### config.mk
export PLATFORM = sky130hd
export DESIGN_NAME = title_renderer
export DESIGN_NICKNAME = d
export VERILOG_FILES = /design/src/rtl/title_pkg.sv /design/src/rtl/title_frame_fsm.sv /design/src/rtl/title_renderer.sv
export SDC_FILE = /design/constraint.sdc
export NUM_CORES = 1
export LEC_CHECK = 0
export ABC_AREA = 0
export CAP_MARGIN = 20
export CORE_ASPECT_RATIO = 1.1
export CORE_MARGIN = 1.5
export CORE_UTILIZATION = 40
export CTS_CLUSTER_DIAMETER = 200
export DETAILED_ROUTE_END_ITERATION = 10
export GPL_ROUTABILITY_DRIVEN = 0
export GPL_TIMING_DRIVEN = 0
export PLACE_DENSITY_LB_ADDON = 0.15
export SLEW_MARGIN = 20
export SYNTH_ARGS = -nofsm -noshare
export SYNTH_HDL_FRONTEND = slang
export SYNTH_SLANG_ARGS = --single-unit
### constraint.sdc
create_clock -name Clk -period 3.55 [get_ports Clk]
set_clock_uncertainty 0.15 [all_clocks]
set_input_delay 0.5325 -clock Clk [delete_from_list [all_inputs] [get_ports Clk]]
set_output_delay 0.5325 -clock Clk [all_outputs]
set_load 0.02 [all_outputs]
### src/rtl/title_pkg.sv
// Shared types, default geometry and bitmap pixel-select helper for the title renderer.
package title_pkg;

  typedef enum logic [1:0] {IDLE, SLIDE, SHOW} title_state_t;

  localparam int unsigned DEF_BMP_W        = 89;
  localparam int unsigned DEF_BMP_H        = 12;
  localparam int unsigned DEF_BPP          = 2;
  localparam int unsigned DEF_SCALE_LOG2   = 2;
  localparam int unsigned DEF_X_POS        = 142;
  localparam int unsigned DEF_Y_FINAL      = 200;
  localparam int unsigned DEF_SLIDE_STEP   = 4;
  localparam int unsigned DEF_BLINK_FRAMES = 30;

  localparam int unsigned COORD_W     = 10;
  localparam int unsigned CMP_W       = 11;
  localparam int unsigned SEL_ROW_MAX = 1024;
  localparam int unsigned SEL_BPP_MAX = 8;

  // Column 0 sits at the MSBs of the row word.
  function automatic logic [SEL_BPP_MAX-1:0] bmp_sel(
    input logic [SEL_ROW_MAX-1:0] row_data,
    input int unsigned            col,
    input int unsigned            bmp_w,
    input int unsigned            bpp
  );
    logic [SEL_ROW_MAX-1:0] shifted;
    logic [SEL_BPP_MAX-1:0] mask;
    shifted = row_data >> ((bmp_w - 1 - col) * bpp);
    mask    = SEL_BPP_MAX'((32'd1 << bpp) - 32'd1);
    return shifted[SEL_BPP_MAX-1:0] & mask;
  endfunction

endpackage

### src/rtl/title_frame_fsm.sv
// Frame-rate animation control: tick detect, slide-in position, blink phase.
module title_frame_fsm
  import title_pkg::*;
#(
  parameter int unsigned Y_FINAL      = DEF_Y_FINAL,
  parameter int unsigned SLIDE_STEP   = DEF_SLIDE_STEP,
  parameter int unsigned BLINK_FRAMES = DEF_BLINK_FRAMES
) (
  input  logic               clk_i,
  input  logic               rst_i,
  input  logic               frame_clk_i,
  input  logic               start_i,
  output logic [COORD_W-1:0] y_cur_o,
  output logic               visible_o,
  output logic               active_o,
  output logic               done_o
);

  localparam int unsigned BLINK_W = $clog2(BLINK_FRAMES + 1);

  title_state_t       state_q;
  logic               frame_clk_q;
  logic [COORD_W-1:0] y_cur_q;
  logic [BLINK_W-1:0] blink_cnt_q;
  logic               visible_q;
  logic               active_q;
  logic               done_q;

  logic               tick;
  logic [CMP_W-1:0]   slide_sum;

  assign tick      = frame_clk_i & ~frame_clk_q;
  assign slide_sum = CMP_W'(y_cur_q) + CMP_W'(SLIDE_STEP);

  always_ff @(posedge clk_i) begin
    if (rst_i) begin
      state_q     <= IDLE;
      frame_clk_q <= 1'b0;
      y_cur_q     <= '0;
      blink_cnt_q <= '0;
      visible_q   <= 1'b1;
      active_q    <= 1'b0;
      done_q      <= 1'b0;
    end else begin
      frame_clk_q <= frame_clk_i;
      case (state_q)
        IDLE: begin
          // A tick coinciding with start is consumed by the IDLE->SLIDE move.
          if (start_i) begin
            state_q   <= SLIDE;
            y_cur_q   <= '0;
            visible_q <= 1'b1;
            active_q  <= 1'b1;
          end
        end
        SLIDE: begin
          if (tick) begin
            if (slide_sum >= CMP_W'(Y_FINAL)) begin
              state_q     <= SHOW;
              y_cur_q     <= COORD_W'(Y_FINAL);
              visible_q   <= 1'b1;
              blink_cnt_q <= '0;
              done_q      <= 1'b1;
            end else begin
              y_cur_q <= COORD_W'(slide_sum);
            end
          end
        end
        SHOW: begin
          if (tick) begin
            if (blink_cnt_q == BLINK_W'(BLINK_FRAMES - 1)) begin
              blink_cnt_q <= '0;
              visible_q   <= ~visible_q;
            end else begin
              blink_cnt_q <= blink_cnt_q + BLINK_W'(1);
            end
          end
        end
        default: state_q <= IDLE;
      endcase
    end
  end

  assign y_cur_o   = y_cur_q;
  assign visible_o = visible_q;
  assign active_o  = active_q;
  assign done_o    = done_q;

endmodule

### src/rtl/title_renderer.sv
// Animated bitmap-text renderer: two-stage pixel pipeline over an external row ROM.
module title_renderer
  import title_pkg::*;
#(
  parameter int unsigned BMP_W        = DEF_BMP_W,
  parameter int unsigned BMP_H        = DEF_BMP_H,
  parameter int unsigned BPP          = DEF_BPP,
  parameter int unsigned SCALE_LOG2   = DEF_SCALE_LOG2,
  parameter int unsigned X_POS        = DEF_X_POS,
  parameter int unsigned Y_FINAL      = DEF_Y_FINAL,
  parameter int unsigned SLIDE_STEP   = DEF_SLIDE_STEP,
  parameter int unsigned BLINK_FRAMES = DEF_BLINK_FRAMES
) (
  input  logic                     Clk,
  input  logic                     Reset,
  input  logic                     frame_clk,
  input  logic                     start,
  input  logic [COORD_W-1:0]       DrawX,
  input  logic [COORD_W-1:0]       DrawY,
  output logic [$clog2(BMP_H)-1:0] rom_row_addr,
  input  logic [BMP_W*BPP-1:0]     rom_row_data,
  output logic                     pixel_on,
  output logic [BPP-1:0]           pixel_idx,
  output logic                     done
);

  localparam int unsigned ROW_W = $clog2(BMP_H);
  localparam int unsigned COL_W = $clog2(BMP_W);
  localparam int unsigned BOX_W = BMP_W << SCALE_LOG2;
  localparam int unsigned BOX_H = BMP_H << SCALE_LOG2;

  logic [COORD_W-1:0] y_cur;
  logic               visible;
  logic               active;

  title_frame_fsm #(
    .Y_FINAL      (Y_FINAL),
    .SLIDE_STEP   (SLIDE_STEP),
    .BLINK_FRAMES (BLINK_FRAMES)
  ) u_fsm (
    .clk_i       (Clk),
    .rst_i       (Reset),
    .frame_clk_i (frame_clk),
    .start_i     (start),
    .y_cur_o     (y_cur),
    .visible_o   (visible),
    .active_o    (active),
    .done_o      (done)
  );

  // Stage 1: box hit test and bitmap coordinates, 11-bit so the box end never wraps.
  logic [CMP_W-1:0] dx, dy, y_top, x_end, y_end, x_off, y_off;
  logic             hit_d;
  logic [ROW_W-1:0] row_d;
  logic [COL_W-1:0] col_d;

  always_comb begin
    dx    = CMP_W'(DrawX);
    dy    = CMP_W'(DrawY);
    y_top = CMP_W'(y_cur);
    x_end = CMP_W'(X_POS + BOX_W);
    y_end = y_top + CMP_W'(BOX_H);
    x_off = dx - CMP_W'(X_POS);
    y_off = dy - y_top;
    hit_d = (dx >= CMP_W'(X_POS)) && (dx < x_end) && (dy >= y_top) && (dy < y_end);
    row_d = hit_d ? ROW_W'(y_off >> SCALE_LOG2) : '0;
    col_d = hit_d ? COL_W'(x_off >> SCALE_LOG2) : '0;
  end

  logic             hit_q;
  logic             gate_q;
  logic [ROW_W-1:0] row_q;
  logic [COL_W-1:0] col_q;

  always_ff @(posedge Clk) begin
    if (Reset) begin
      hit_q  <= 1'b0;
      gate_q <= 1'b0;
      row_q  <= '0;
      col_q  <= '0;
    end else begin
      hit_q  <= hit_d;
      gate_q <= visible & active;
      row_q  <= row_d;
      col_q  <= col_d;
    end
  end

  assign rom_row_addr = row_q;

  // Stage 2: select the pixel from the ROM row and gate transparent/hidden pixels.
  logic [BPP-1:0] idx_sel;
  logic           pixel_on_d;
  logic [BPP-1:0] pixel_idx_d;

  always_comb begin
    idx_sel     = BPP'(bmp_sel(SEL_ROW_MAX'(rom_row_data), 32'(col_q), BMP_W, BPP));
    pixel_on_d  = hit_q & gate_q & (idx_sel != '0);
    pixel_idx_d = pixel_on_d ? idx_sel : '0;
  end

  always_ff @(posedge Clk) begin
    if (Reset) begin
      pixel_on  <= 1'b0;
      pixel_idx <= '0;
    end else begin
      pixel_on  <= pixel_on_d;
      pixel_idx <= pixel_idx_d;
    end
  end

endmodule

; Word level (Yosys, flattened, before mapping)
; Cells that the tools add are included.
[word_totals]
word_cells = 77
in_bits = 202
output_inout_bits = 8
regBits = 37
[classes]
n_lt_le_gt_ge = 5
n_reduce_logical = 16
n_addsub = 6
eq_ne = 8
bitwise_logic = 9
n_mux = 19
shifts = 1
[ops]
columns = op, count
row1 = $shr 178x32->2, 1
row2 = $mux 10, 3
row3 = $mux 5, 4
row4 = $pmux 10 s2, 1
row5 = $add 10x3->11 const B, 1
row6 = $add 10x6->11 const B, 1
row7 = $ge 11x8->1 const B, 1
row8 = $lt 10x11->1, 1
row9 = $ge 10x10->1, 1
row10 = $ge 10x8->1 const B, 1
row11 = $lt 10x9->1 const B, 1
row12 = $pmux 5 s2, 1
row13 = $sub 9x8->9 const B, 1
row14 = $ne 2x1->1 const B, 4
row15 = $reduce_and 4->1, 2
row16 = $sub 7x7->8 const A, 1
row17 = $mux 2, 3
row18 = $pmux 2 s3, 1
row19 = $reduce_and 3->1, 2
row20 = $reduce_and 6->1, 1
row21 = $reduce_bool 2->1, 3
row22 = $sub 6x6->6, 1
row23 = $add 5x1->5 const B, 1
row24 = $eq 5x5->1 const B, 1
row25 = other kinds (12), 26

; Longest topological paths before layout
; Gate-level depths: netlist of the first run.
[depth]
ltp_word = 6
depth_mapped = 15
ltp_nobuf = 9

; Hierarchy
; A second synthesis of the first run with hierarchy kept.
[hier_totals]
cells_unflattened = 444
area_unflattened_um2 = 3808.7
[modules_own_cells]
columns = mod, area_each_um2, cells_each, seq_area_each_um2, n_inst
row1 = title_renderer, 2711.4, 311, 320.3, 1
row2 = title_frame_fsm, 1097.3, 133, 380.4, 1

; Worst setup path before layout of the first run
; Ideal clock, no wire load.
[synth_path]
kind = register to register
startpoint = register col_q[0]
endpoint = register pixel_on
path_slack_ps = 285
t_arrival_ps = 2995
synth_period_minus_slack_ps = 3265
stages_incl_launch_ff = 14
setup_time_ps = 120
path_buffers = 6
t_required_ps = 3280
cell_sequence = dfxtp_1 buf_6 buf_6 buf_6 inv_1 ha_1 buf_2 buf_4 buf_1 mux4_2 mux2i_1 o221ai_1 a211o_1 or2_1
[synth_via]
elab_chain_len = 4
[synth_rtl]
columns = item, line
row1 = from (decl), title_renderer.sv:73  ; logic [COL_W-1:0] col_q;
row2 = from (signal assigned), title_renderer.sv:85  ; col_q <= col_d;
row3 = $sub 7x7->8, title_pkg.sv:29  ; shifted = row_data >> ((bmp_w - 1 - col) * bpp);
row4 = $shr 178x32->2, title_pkg.sv:29
row5 = $reduce_bool 2->1, title_renderer.sv:98  ; pixel_on_d = hit_q & gate_q & (idx_sel != '0);
row6 = $and 1x1->1, title_renderer.sv:98
row7 = to (signal assigned), title_renderer.sv:107  ; pixel_on <= pixel_on_d;
row8 = to (decl), title_renderer.sv:22  ; output logic pixel_on,
; Every way passes these cells.
; A chain may end at the register's enable or synchronous reset.

; Worst setup path after layout of the first run
; Ends and elaborated chain as after synthesis.

==> key figures, run 1 <==
Drt
  – Drt wl/cell: 18.02 um
  – Pre-Repair DR Iteration Count: 4
  – DRT antenna net count: 0
  – DRT iter0 DRCs: 149
  – Drt drc: 0
  – Vias per std cell: 5.523
  – Detailed Route WL: 13,030 um
  – Vias: 3,993

Floorplan
  – Chip Height: 105.4 um
  – Die Wd: 96.10 um
  – Core Region: 0.009305 mm2
  – IO Count: 210
  – DIE AREA: 0.01013 mm2
  – Site Rows: 37
  – Initial Util: 40.98%

Worst setup path
  – CP Data Arrival Time: 3430 ps
  – Worst R2R Setup Slack: 150 ps
  – Startpoint Class: flip-flop
  – Crit Path Category: reg -> reg
  – CP max FO: 18
  – Crit end category: flip-flop
  – Critical R2R Launch: col_q[0]
  – Worst R2R End: pixel_on
  – Worst r2r path cells: 12
  – Critical Path RT: 3590 ps

Yosys
  – Commonest cells post-synth: mux4_2 (45), nor2_1 (42), dfxtp_1 (35), a21oi_1 (24)
  – Gate Count Post-Synth: 392
  – Xor-xnor portion of the synthesized cell area: 3.642%
  – Largest family of logic cells by synthesized area: multiplexers
  – Top post-synthesis cells by area: mux4_2 (27%), dfxtp_1 (18%), ha_1 (7.2%)
  – Most used DFF post-synth: dfxtp_1
  – Yosys reg bits: 35
  – Most frequent cell after synthesis: mux4_2
  – EDFF count, synth: 0
  – Post-synthesis cell type count: 65
  – Post-synthesis simple-gate area fraction: 18.24%
  – Adder-Cell Fraction of Synth Area: 7.218%
  – Syn_area_per_cell: 9.729 um2
  – Compound-gate portion of the synthesized area: 15.68%
  – Post-synth top area cell: mux4_2
  – Register area share after synthesis: 18.37%
  – Top-area cell type share of the netlist area: 26.57%
  – Mapped Nets: 616
  – Fraction of synthesized area in multiplexers: 30.38%
  – Syn. warnings: 0
  – Synthesized cell area: 0.003814 mm2
  – Async SR Flop Fraction: 0%

STA
  – Fmax: 294.2 MHz
  – Max-slew violations: 0
  – Slew @ Worst Pin: 521.3 ps
  – Post-layout min period: 3399 ps
  – Final Setup Violations: 0
  – RSZ-0062 raised after global routing: false
  – Final hold viol count: 0
  – Setup ws final: 151.0 ps
  – Rel. slew slack: 65.25%
  – Fin crit share: 95.75%

Outcome
  – Status: complete, no violations

Layout
  – Fraction of layout cells with a size suffix above 1: 15.02%
  – Diodes inserted: 0
  – Fillers: 771
  – Final Cell Area: 0.006213 mm2
  – # nets final: 829
  – Fin cells: 723
  – P&R area growth vs syn: 62.93%
  – Final design utilization: 66.77%

Worst hold path
  – WHS Path Cells: 2
  – Worst hold path type: reg -> reg
  – Hold EP: gate_q
  – Worst hold start: u_fsm.active_o

Clock network
  – CTS H-tree depth: 2
  – Clock transition at path regs: 70 ps
  – CTS tree: done
  – CTS Buf Count: 5
  – CTS root buffer: clkbuf_8
  – Worst skew pair latency: 290 ps
  – Max clock buf depth: 2
  – Hold_buf cts: 0
  – Clock sinks: 35

Power and ir drop
  – Cell-internal power: 981.5 uW
  – Maximum VDD drop: 0.2280 mV
  – Clock power frac: 33.6%
  – Tot Pwr: 1269 uW
  – Power density cells: 204.3 mW/mm2
  – Leak: 0.002284 uW
  – Switching Share: 22.69%
  – Portion of total power attributed to sequential cells: 31.7%
  – Switching pwr: 288.0 uW
  – Combinational group share of total power: 34.7%

Global route
  – Largest net degree at the start of global routing: 19
  – Total Routing Usage GR: 24.95%
  – Vias in the first global route: 4,079
  – Initial antenna violation count: 0
  – First-pass GRT wire length: 19,660 um
  – Grt total ovfl: 0

Place
  – Place WS: -420.0 ps
  – Detailed placement HPWL: 11,080 um
  – IO Port Bufs: 206
  – Dpl cell area: 0.006022 mm2
  – Placed Instances: 715

Flow run
  – Max-cap violation count: 0
-- timing repair --
item                                    in CTS  in global routing
resized for setup                            5                  5
endpoints found under the setup margin       3                  1
buffers inserted                             0                  1
pin swaps                                    0                  1
endpoints found under the hold margin        0                  0
-- worst max-delay path by stage --
stage	endpoint	slack [ps]	start	cells after the start
final	pixel_on	150	col_q[0]	12
after global routing	pixel_on	6	col_q[0]	12
after CTS	pixel_on	50	col_q[0]	13
after detailed placement	pixel_on	-420	col_q[0]	14
after global placement	pixel_on	-370	col_q[0]	14
after floorplan	pixel_on	280	col_q[0]	13
-- metrics by stage --
| step | TNS [ps] | hold WS (ps) |
|---|---|---|
| after floorplan | 0 | 267.3 |
| after global placement | -661.8 | 293.7 |
| after detailed placement | -762.5 | 294.8 |
| after CTS | 0 | 315.5 |
| after global routing | 0 | 349.8 |
| final | 0 | 306.5 |
-- layout by cell type, fill, tap and decap left out, drive strengths merged, types with 2 or more instances in the layout --
cell / instances
a211o: 2
a211oi: 6
a21o: 6
a21oi: 25
a22oi: 3
a311oi: 2
a31oi: 3
and2: 2
and4: 2
buf: 18
bufinv: 2
clkbuf: 11
clkdlybuf4s50: 206
dfxtp: 35
ha: 22
inv: 19
mux2: 2
mux2i: 11
mux4: 45
nand2: 22
nand2b: 5
nand3: 9
nand3b: 3
nand4: 2
nor2: 43
nor2b: 6
nor3: 16
nor3b: 4
o21a: 3
o21ai: 16
o221ai: 3
o22ai: 6
or2: 4
or3: 8
or4: 3
xnor2: 10
xor2: 5
-- critical path, stage by stage (launching register included) --
cell and delay [ps]:
dfxtp_1 320, buf_6 170, buf_6 200, buf_6 190, inv_1 110, ha_1 320, buf_8 190, mux4_2 530
mux2_2 300, o221ai_2 160, a21oi_1 80, a211o_1 330, or2_1 230
-- power by group through the flow --
stage | clock [uW] | combinational [uW] | sequential (uW)
after global placement | 0 | 427 | 412
after global routing | 450 | 473 | 403
final | 427 | 440 | 403
after detailed placement | 0 | 436 | 412
after floorplan | 0 | 171 | 412
after CTS | 434 | 439 | 403
-- cell families (layout without fill, tap and decap cells) --
| group | Yosys count | count (layout) |
|---|---|---|
| AND/OR/NAND/NOR | 134 | 134 |
| AO/OA/AOI/OAI | 85 | 85 |
| multiplexers | 58 | 58 |
| buffers and inverters | 43 | 257 |
| flip-flops | 35 | 35 |
| adder cells (fa/ha/maj) | 22 | 22 |
| XOR/XNOR | 15 | 15 |
-- metal layers --
metal | global-route usage, % | share of wire (%) | vias to the layer above
met4 | 6.092 | 1.6 | 0
met2 | 47.08 | 53 | 135
li1 | - | - | 1923
met5 | 0 | 0 | -
met3 | 5.411 | 8.6 | 17
met1 | 27.44 | 37 | 1918
-- area by class of cell --
cell class | count | area [um2] | share of cell area [%]
plain buffers | 23 | 181.4 | 2.920
clock buffers | 5 | 68.82 | 1.108
clock inverters | 3 | 67.56 | 1.087
inverters | 19 | 71.32 | 1.148
multi-input cells | 314 | 2908 | 46.80
flip-flops and latches | 35 | 700.7 | 11.28
well taps | 117 | 146.4 | 2.356
repair buffers | 207 | 2069 | 33.31
-- state kept, by name, indices dropped and copies added, names as in the netlist --
name	count
u_fsm.blink_cnt_q	5
gate_q	1
pixel_idx	2
hit_q	1
pixel_on	1
u_fsm.frame_clk_q	1
u_fsm.visible_o	1
u_fsm.done_o	1
rom_row_addr	4
u_fsm.y_cur_o	8
u_fsm.active_o	1
u_fsm.state_q	2
col_q	7
Note: power is estimated with default switching activity, not from simulation.
==> run 2, diff against run 1 <==
CORE_MARGIN = 3   (was 1.5)
==> key figures, run 2 (synthesized netlist as in run 1, its figures left out) <==
Clock network
  – Max clock buf depth: 2
  – CTS tree: done
  – Clock sinks: 35
  – Worst skew pair latency: 290 ps
  – Clock transition at path regs: 70 ps
  – CTS H-tree depth: 2
  – CTS Buf Count: 5
  – CTS root buffer: clkbuf_8

Power and ir drop
  – Clock power frac: 30.0%
  – Maximum VDD drop: 0.3377 mV
  – Cell-internal power: 912.9 uW
  – Power density cells: 194.1 mW/mm2
  – Switching Share: 24.41%
  – Tot Pwr: 1208 uW
  – Leak: 0.002294 uW
  – Switching pwr: 294.8 uW
  – Portion of total power attributed to sequential cells: 33.4%
  – Combinational group share of total power: 36.7%

Global route
  – Largest net degree at the start of global routing: 19
  – GR Util met3: 4.258%
  – Total Routing Usage GR: 24.00%
  – Vias in the first global route: 4,003
  – Most used routing layer: met2
  – Initial antenna violation count: 0
  – Grt total ovfl: 0
  – First-pass GRT wire length: 20,570 um
  – Met2 usage: 44.19%
  – Routing usage on met1: 28.82%

STA
  – RSZ-0062 raised after global routing: false
  – Fmax: 293.7 MHz
  – Slew @ Worst Pin: 542.4 ps
  – Final hold viol count: 0
  – Fin crit share: 95.92%
  – Max-slew violations: 0
  – Post-layout min period: 3405 ps
  – Final Setup Violations: 0
  – Setup ws final: 144.9 ps
  – Rel. slew slack: 63.84%

Layout
  – Most frequent cells in the layout: clkdlybuf4s50_1 (206), mux4_2 (45), nor2_1 (42)
  – Leading cell type in the layout, fill and taps excluded: clkdlybuf4s50_1
  – Fillers: 723
  – Diodes inserted: 0
  – P&R area growth vs syn: 63.16%
  – Final Cell Area: 0.006222 mm2
  – # nets final: 833
  – Fin cells: 724
  – Fraction of layout cells with a size suffix above 1: 15.57%
  – Max FFs per register: 8
  – Final design utilization: 68.73%

Flow run
  – Max-cap violation count: 0

Worst setup path
  – Worst R2R End: pixel_on
  – Crit end category: flip-flop
  – CP Data Arrival Time: 3440 ps
  – Critical R2R Launch: col_q[0]
  – Critical Path RT: 3590 ps
  – Startpoint Class: flip-flop
  – Worst R2R Setup Slack: 140 ps
  – Crit Path Category: reg -> reg
  – CP max FO: 18
  – Worst r2r path cells: 12

Worst hold path
  – Worst hold start: u_fsm.active_o
  – Worst hold path type: reg -> reg
  – WHS Path Cells: 2
  – Hold EP: gate_q

Floorplan
  – Initial Util: 42.12%
  – DIE AREA: 0.01074 mm2
  – Die Wd: 99.10 um
  – Site Rows: 36
  – Core Region: 0.009054 mm2
  – IO Count: 210
  – Chip Height: 108.4 um

Drt
  – Vias: 4,079
  – Vias per std cell: 5.634
  – Drt drc: 0
  – DRT antenna net count: 0
  – Detailed Route WL: 13,670 um
  – Pre-Repair DR Iteration Count: 4
  – Drt wl/cell: 18.88 um
  – DRT iter0 DRCs: 150

Outcome
  – Status: complete, no violations

Place
  – Placed Instances: 712
  – IO Port Bufs: 206
  – Detailed placement HPWL: 11,490 um
  – Dpl cell area: 0.006018 mm2
  – Place WS: -406.0 ps
==> run 2: changes by cell type in the layout (fill, tap and decap cells not counted) <==
cell and change:
clkbuf_4 +1, bufinv_16 -1, clkinv_2 +1, clkinv_4 +1
buf_2 -1, buf_4 +3, clkinvlp_4 -1, buf_6 +1
==> run 2: layout make-up <==
type	instances	area, um2	area share [%]
Buffer	23	187.7	3.016
Clock buffer	5	68.82	1.106
Clock inverter	3	43.79	0.7038
Inverter	19	71.32	1.146
Multi-Input combinational cell	314	2908	46.73
Sequential cell	35	700.7	11.26
Tap cell	114	142.6	2.292
Timing Repair Buffer	211	2100	33.74
==> run 2: worst max-delay path: stages (launching register included) <==
cell and delay, ps:
dfxtp_1 320, buf_6 170, buf_6 200, buf_6 200
inv_1 120, ha_1 320, buf_8 200, mux4_2 530
mux2_2 300, o221ai_2 160, a21oi_1 70, a211o_1 330
or2_1 230
==> run 2: timing repair <==
| item | CTS | global route |
|---|---|---|
| endpoints found under the setup margin | 3 | 1 |
| hold buffers | 0 | 0 |
| pin swaps | 0 | 1 |
| gates resized for setup | 5 | 7 |
| buffers inserted | 0 | 5 |
| hold endpoints to repair | 0 | 0 |
| gates cloned | 0 | 0 |
==> run 2: worst max path at each step <==
stage             start  endpoint  slack (ps)  cells past startpoint
2_1_floorplan  col_q[0]  pixel_on         280                     13
3_3_place_gp   col_q[0]  pixel_on        -330                     14
3_5_place_dp   col_q[0]  pixel_on        -410                     14
4_1_cts        col_q[0]  pixel_on          50                     13
5_1_grt        col_q[0]  pixel_on           3                     12
6_report       col_q[0]  pixel_on         140                     12
==> run 2: stage by stage <==
stage               hold slack (ps)  TNS (ps)
floorplan                     267.3         0
detailed placement            294.0    -680.3
CTS                           304.2         0
finish                        298.0         0
global route                  331.7         0
global placement              288.4    -491.9
==> run 2: power groups by stage <==
stage / clock, uW / sequential, uW / combinational (uW)
global route: 383 / 403 / 475
detailed placement: 0 / 412 / 433
global placement: 0 / 412 / 425
finish: 362 / 403 / 443
CTS: 368 / 403 / 436
floorplan: 0 / 412 / 171
==> run 2: routing by layer <==
metal	routed length, um	vias to the layer above
met2	7194	151
met3	937	16
met1	5319	1978
met4	217	0
met5	0	-
li1	-	1934
==> run 3, diff against run 2 <==
ABC_AREA = 1   (was 0)
CORE_UTILIZATION = 42   (was 40)
REMOVE_ABC_BUFFERS = 1   (was default)
==> key figures, run 3 <==
Outcome
  – Status: complete, no violations

Floorplan
  – Initial Util: 43.81%
  – DIE AREA: 0.01118 mm2
  – Chip Height: 110.6 um
  – Die Wd: 101.1 um
  – Site Rows: 37
  – IO Count: 210
  – Core Region: 0.009537 mm2

STA
  – WHS: 299.3 ps
  – Slew @ Worst Pin: 735.5 ps
  – Fmax: 322.8 MHz
  – RSZ-0062 raised after global routing: false
  – Post-layout min period: 3098 ps
  – Final hold viol count: 0
  – Final Setup Violations: 0
  – TNS Setup: 0 ps
  – Max-slew violations: 0
  – Rel. slew slack: 50.82%
  – Fin crit share: 87.27%

Worst setup path
  – Critical Path RT: 3640 ps
  – Crit end category: flip-flop
  – Worst R2R Setup Slack: 450 ps
  – Critical R2R Launch: col_q[0]
  – Worst r2r path cells: 16
  – Worst R2R End: pixel_on
  – Crit Path Category: reg -> reg
  – CP startpoint: col_q[0]
  – CP max FO: 91
  – CP Data Arrival Time: 3190 ps
  – Startpoint Class: flip-flop

Layout
  – P&R area growth vs syn: 49.45%
  – Fin cells: 1,028
  – Max FFs per register: 8
  – Fraction of layout cells with a size suffix above 1: 2.964%
  – Diodes inserted: 0
  – Most frequent cells in the layout: clkdlybuf4s50_1 (206), nor2_1 (147), nand2_1 (139)
  – Leading cell type in the layout, fill and taps excluded: clkdlybuf4s50_1
  – # nets final: 1,134
  – Final design utilization: 65.47%
  – Fillers: 862

Clock network
  – CTS H-tree depth: 2
  – Hold_buf cts: 0
  – Post-CTS resize count: 0
  – CTS tree: done
  – CTS Buf Count: 5
  – Post-CTS Setup Bufs: 0
  – Worst skew pair latency: 290 ps
  – Clock transition at path regs: 70 ps
  – Clock sinks: 35
  – CTS root buffer: clkbuf_8
  – Max clock buf depth: 2

Global route
  – Initial antenna violation count: 0
  – Grt total ovfl: 0
  – Largest net degree at the start of global routing: 92
  – First-pass GRT wire length: 24,120 um
  – Vias in the first global route: 4,908
  – Total Routing Usage GR: 25.73%

Flow run
  – Max-cap violation count: 0

Yosys
  – Most frequent cell after synthesis: nor2_1
  – Yosys reg bits: 35
  – Syn. warnings: 0
  – Register area share after synthesis: 16.77%
  – Gate Count Post-Synth: 734
  – Top post-synthesis cells by area: dfxtp_1 (17%), nor2_1 (13%), nand2_1 (12%)
  – Post-synthesis cell type count: 38
  – EDFF count, synth: 0
  – Syn_area_per_cell: 5.692 um2
  – Most used DFF post-synth: dfxtp_1
  – Commonest cells post-synth: nor2_1 (147), nand2_1 (139), nand3_1 (100), inv_1 (75), o21ai_0 (41)
  – Synthesized cell area: 0.004178 mm2
  – Post-synth top area cell: dfxtp_1
  – Top-area cell type share of the netlist area: 16.77%
  – Async SR Flop Fraction: 0%

Place
  – IO Port Bufs: 206
  – Detailed placement HPWL: 11,580 um
  – Placed Instances: 1,020

Worst hold path
  – WHS Path Cells: 2
  – Worst hold path type: reg -> reg
  – Hold EP: u_fsm.done_o
  – Worst hold start: u_fsm.done_o

Power and ir drop
  – Maximum VDD drop: 0.2894 mV
  – Power density cells: 186.1 mW/mm2
  – Tot Pwr: 1162 uW
  – Leak: 0.002704 uW

Drt
  – Drt drc: 0
  – DRT antenna net count: 0
  – Vias: 5,315
  – Drt wl/cell: 14.81 um
  – Pre-Repair DR Iteration Count: 5
  – Detailed Route WL: 15,220 um
  – Vias per std cell: 5.170
  – DRT iter0 DRCs: 344
## run 3: cell count changes after synthesis, sizes merged, moves of 16 or more
cell	before	now
nand2	22	144
mux4	45	0
o211ai	1	17
nor2	43	149
nand3	9	103
inv	19	80
o21ai	16	56
## run 3: cell type report
type	instances	area [um2]	share of cell area, %
Tap cell	117	146.4	2.345
Sequential cell	35	704.4	11.28
Timing Repair Buffer	207	2090	33.47
Multi-Input combinational cell	580	2909	46.59
Clock buffer	6	72.57	1.162
Clock inverter	2	12.51	0.2004
Inverter	81	309.0	4.950
## run 3: worst max path at each step
stage | end | depth (start not counted)
global placement | pixel_on | 16
floorplan | pixel_on | 14
global route | pixel_idx[0] | 14
CTS | pixel_on | 16
finish | pixel_on | 16
detailed placement | pixel_on | 16
## run 3: worst max-delay path, stage by stage (launching register included)
cell	delay [ps]
dfxtp_4	410
inv_6	450
ha_4	690
inv_2	340
nand3_1	220
nand2_1	80
nand2_1	60
nand3_1	90
nand2_1	70
nand2_1	40
nand2_1	80
nand2_1	50
nand2_1	50
nand2_1	50
nand2_1	60
nand2_1	70
nand2_1	60
## run 3: where the power goes
part / leakage [uW] / internal, uW / switching, uW
sequential: 0.000284 / 400 / 5.40
clock: 0.0000412 / 137 / 148
combinational: 0.00238 / 279 / 191
## run 3: cells by family after synthesis
family,share of synthesized area [%]
flip-flops,16.77
adder cells (fa/ha/maj),6.589
buffers and inverters,13.90
AND/OR/NAND/NOR,44.77
XOR/XNOR,3.354
AO/OA/AOI/OAI,14.62
## run 3: metal layers
metal	part of all wire, %	vias up	wire length, um	track usage (%)
met5	0	-	0	0
met2	51	171	7693	46.77
li1	-	2725	-	-
met4	1.9	0	294	5.940
met1	40	2388	6115	30.78
met3	7.3	31	1117	4.485
## run 3: stage by stage
| stage | cell area (um2) | setup WS [ps] |
|---|---|---|
| after floorplan | 3906 | -1370 |
| after global placement | 6115 | -3490 |
| after detailed placement | 6158 | 453.6 |
| after CTS | 6243 | 430.8 |
| after global routing | 6243 | 129.7 |
| final | 6243 | 451.9 |
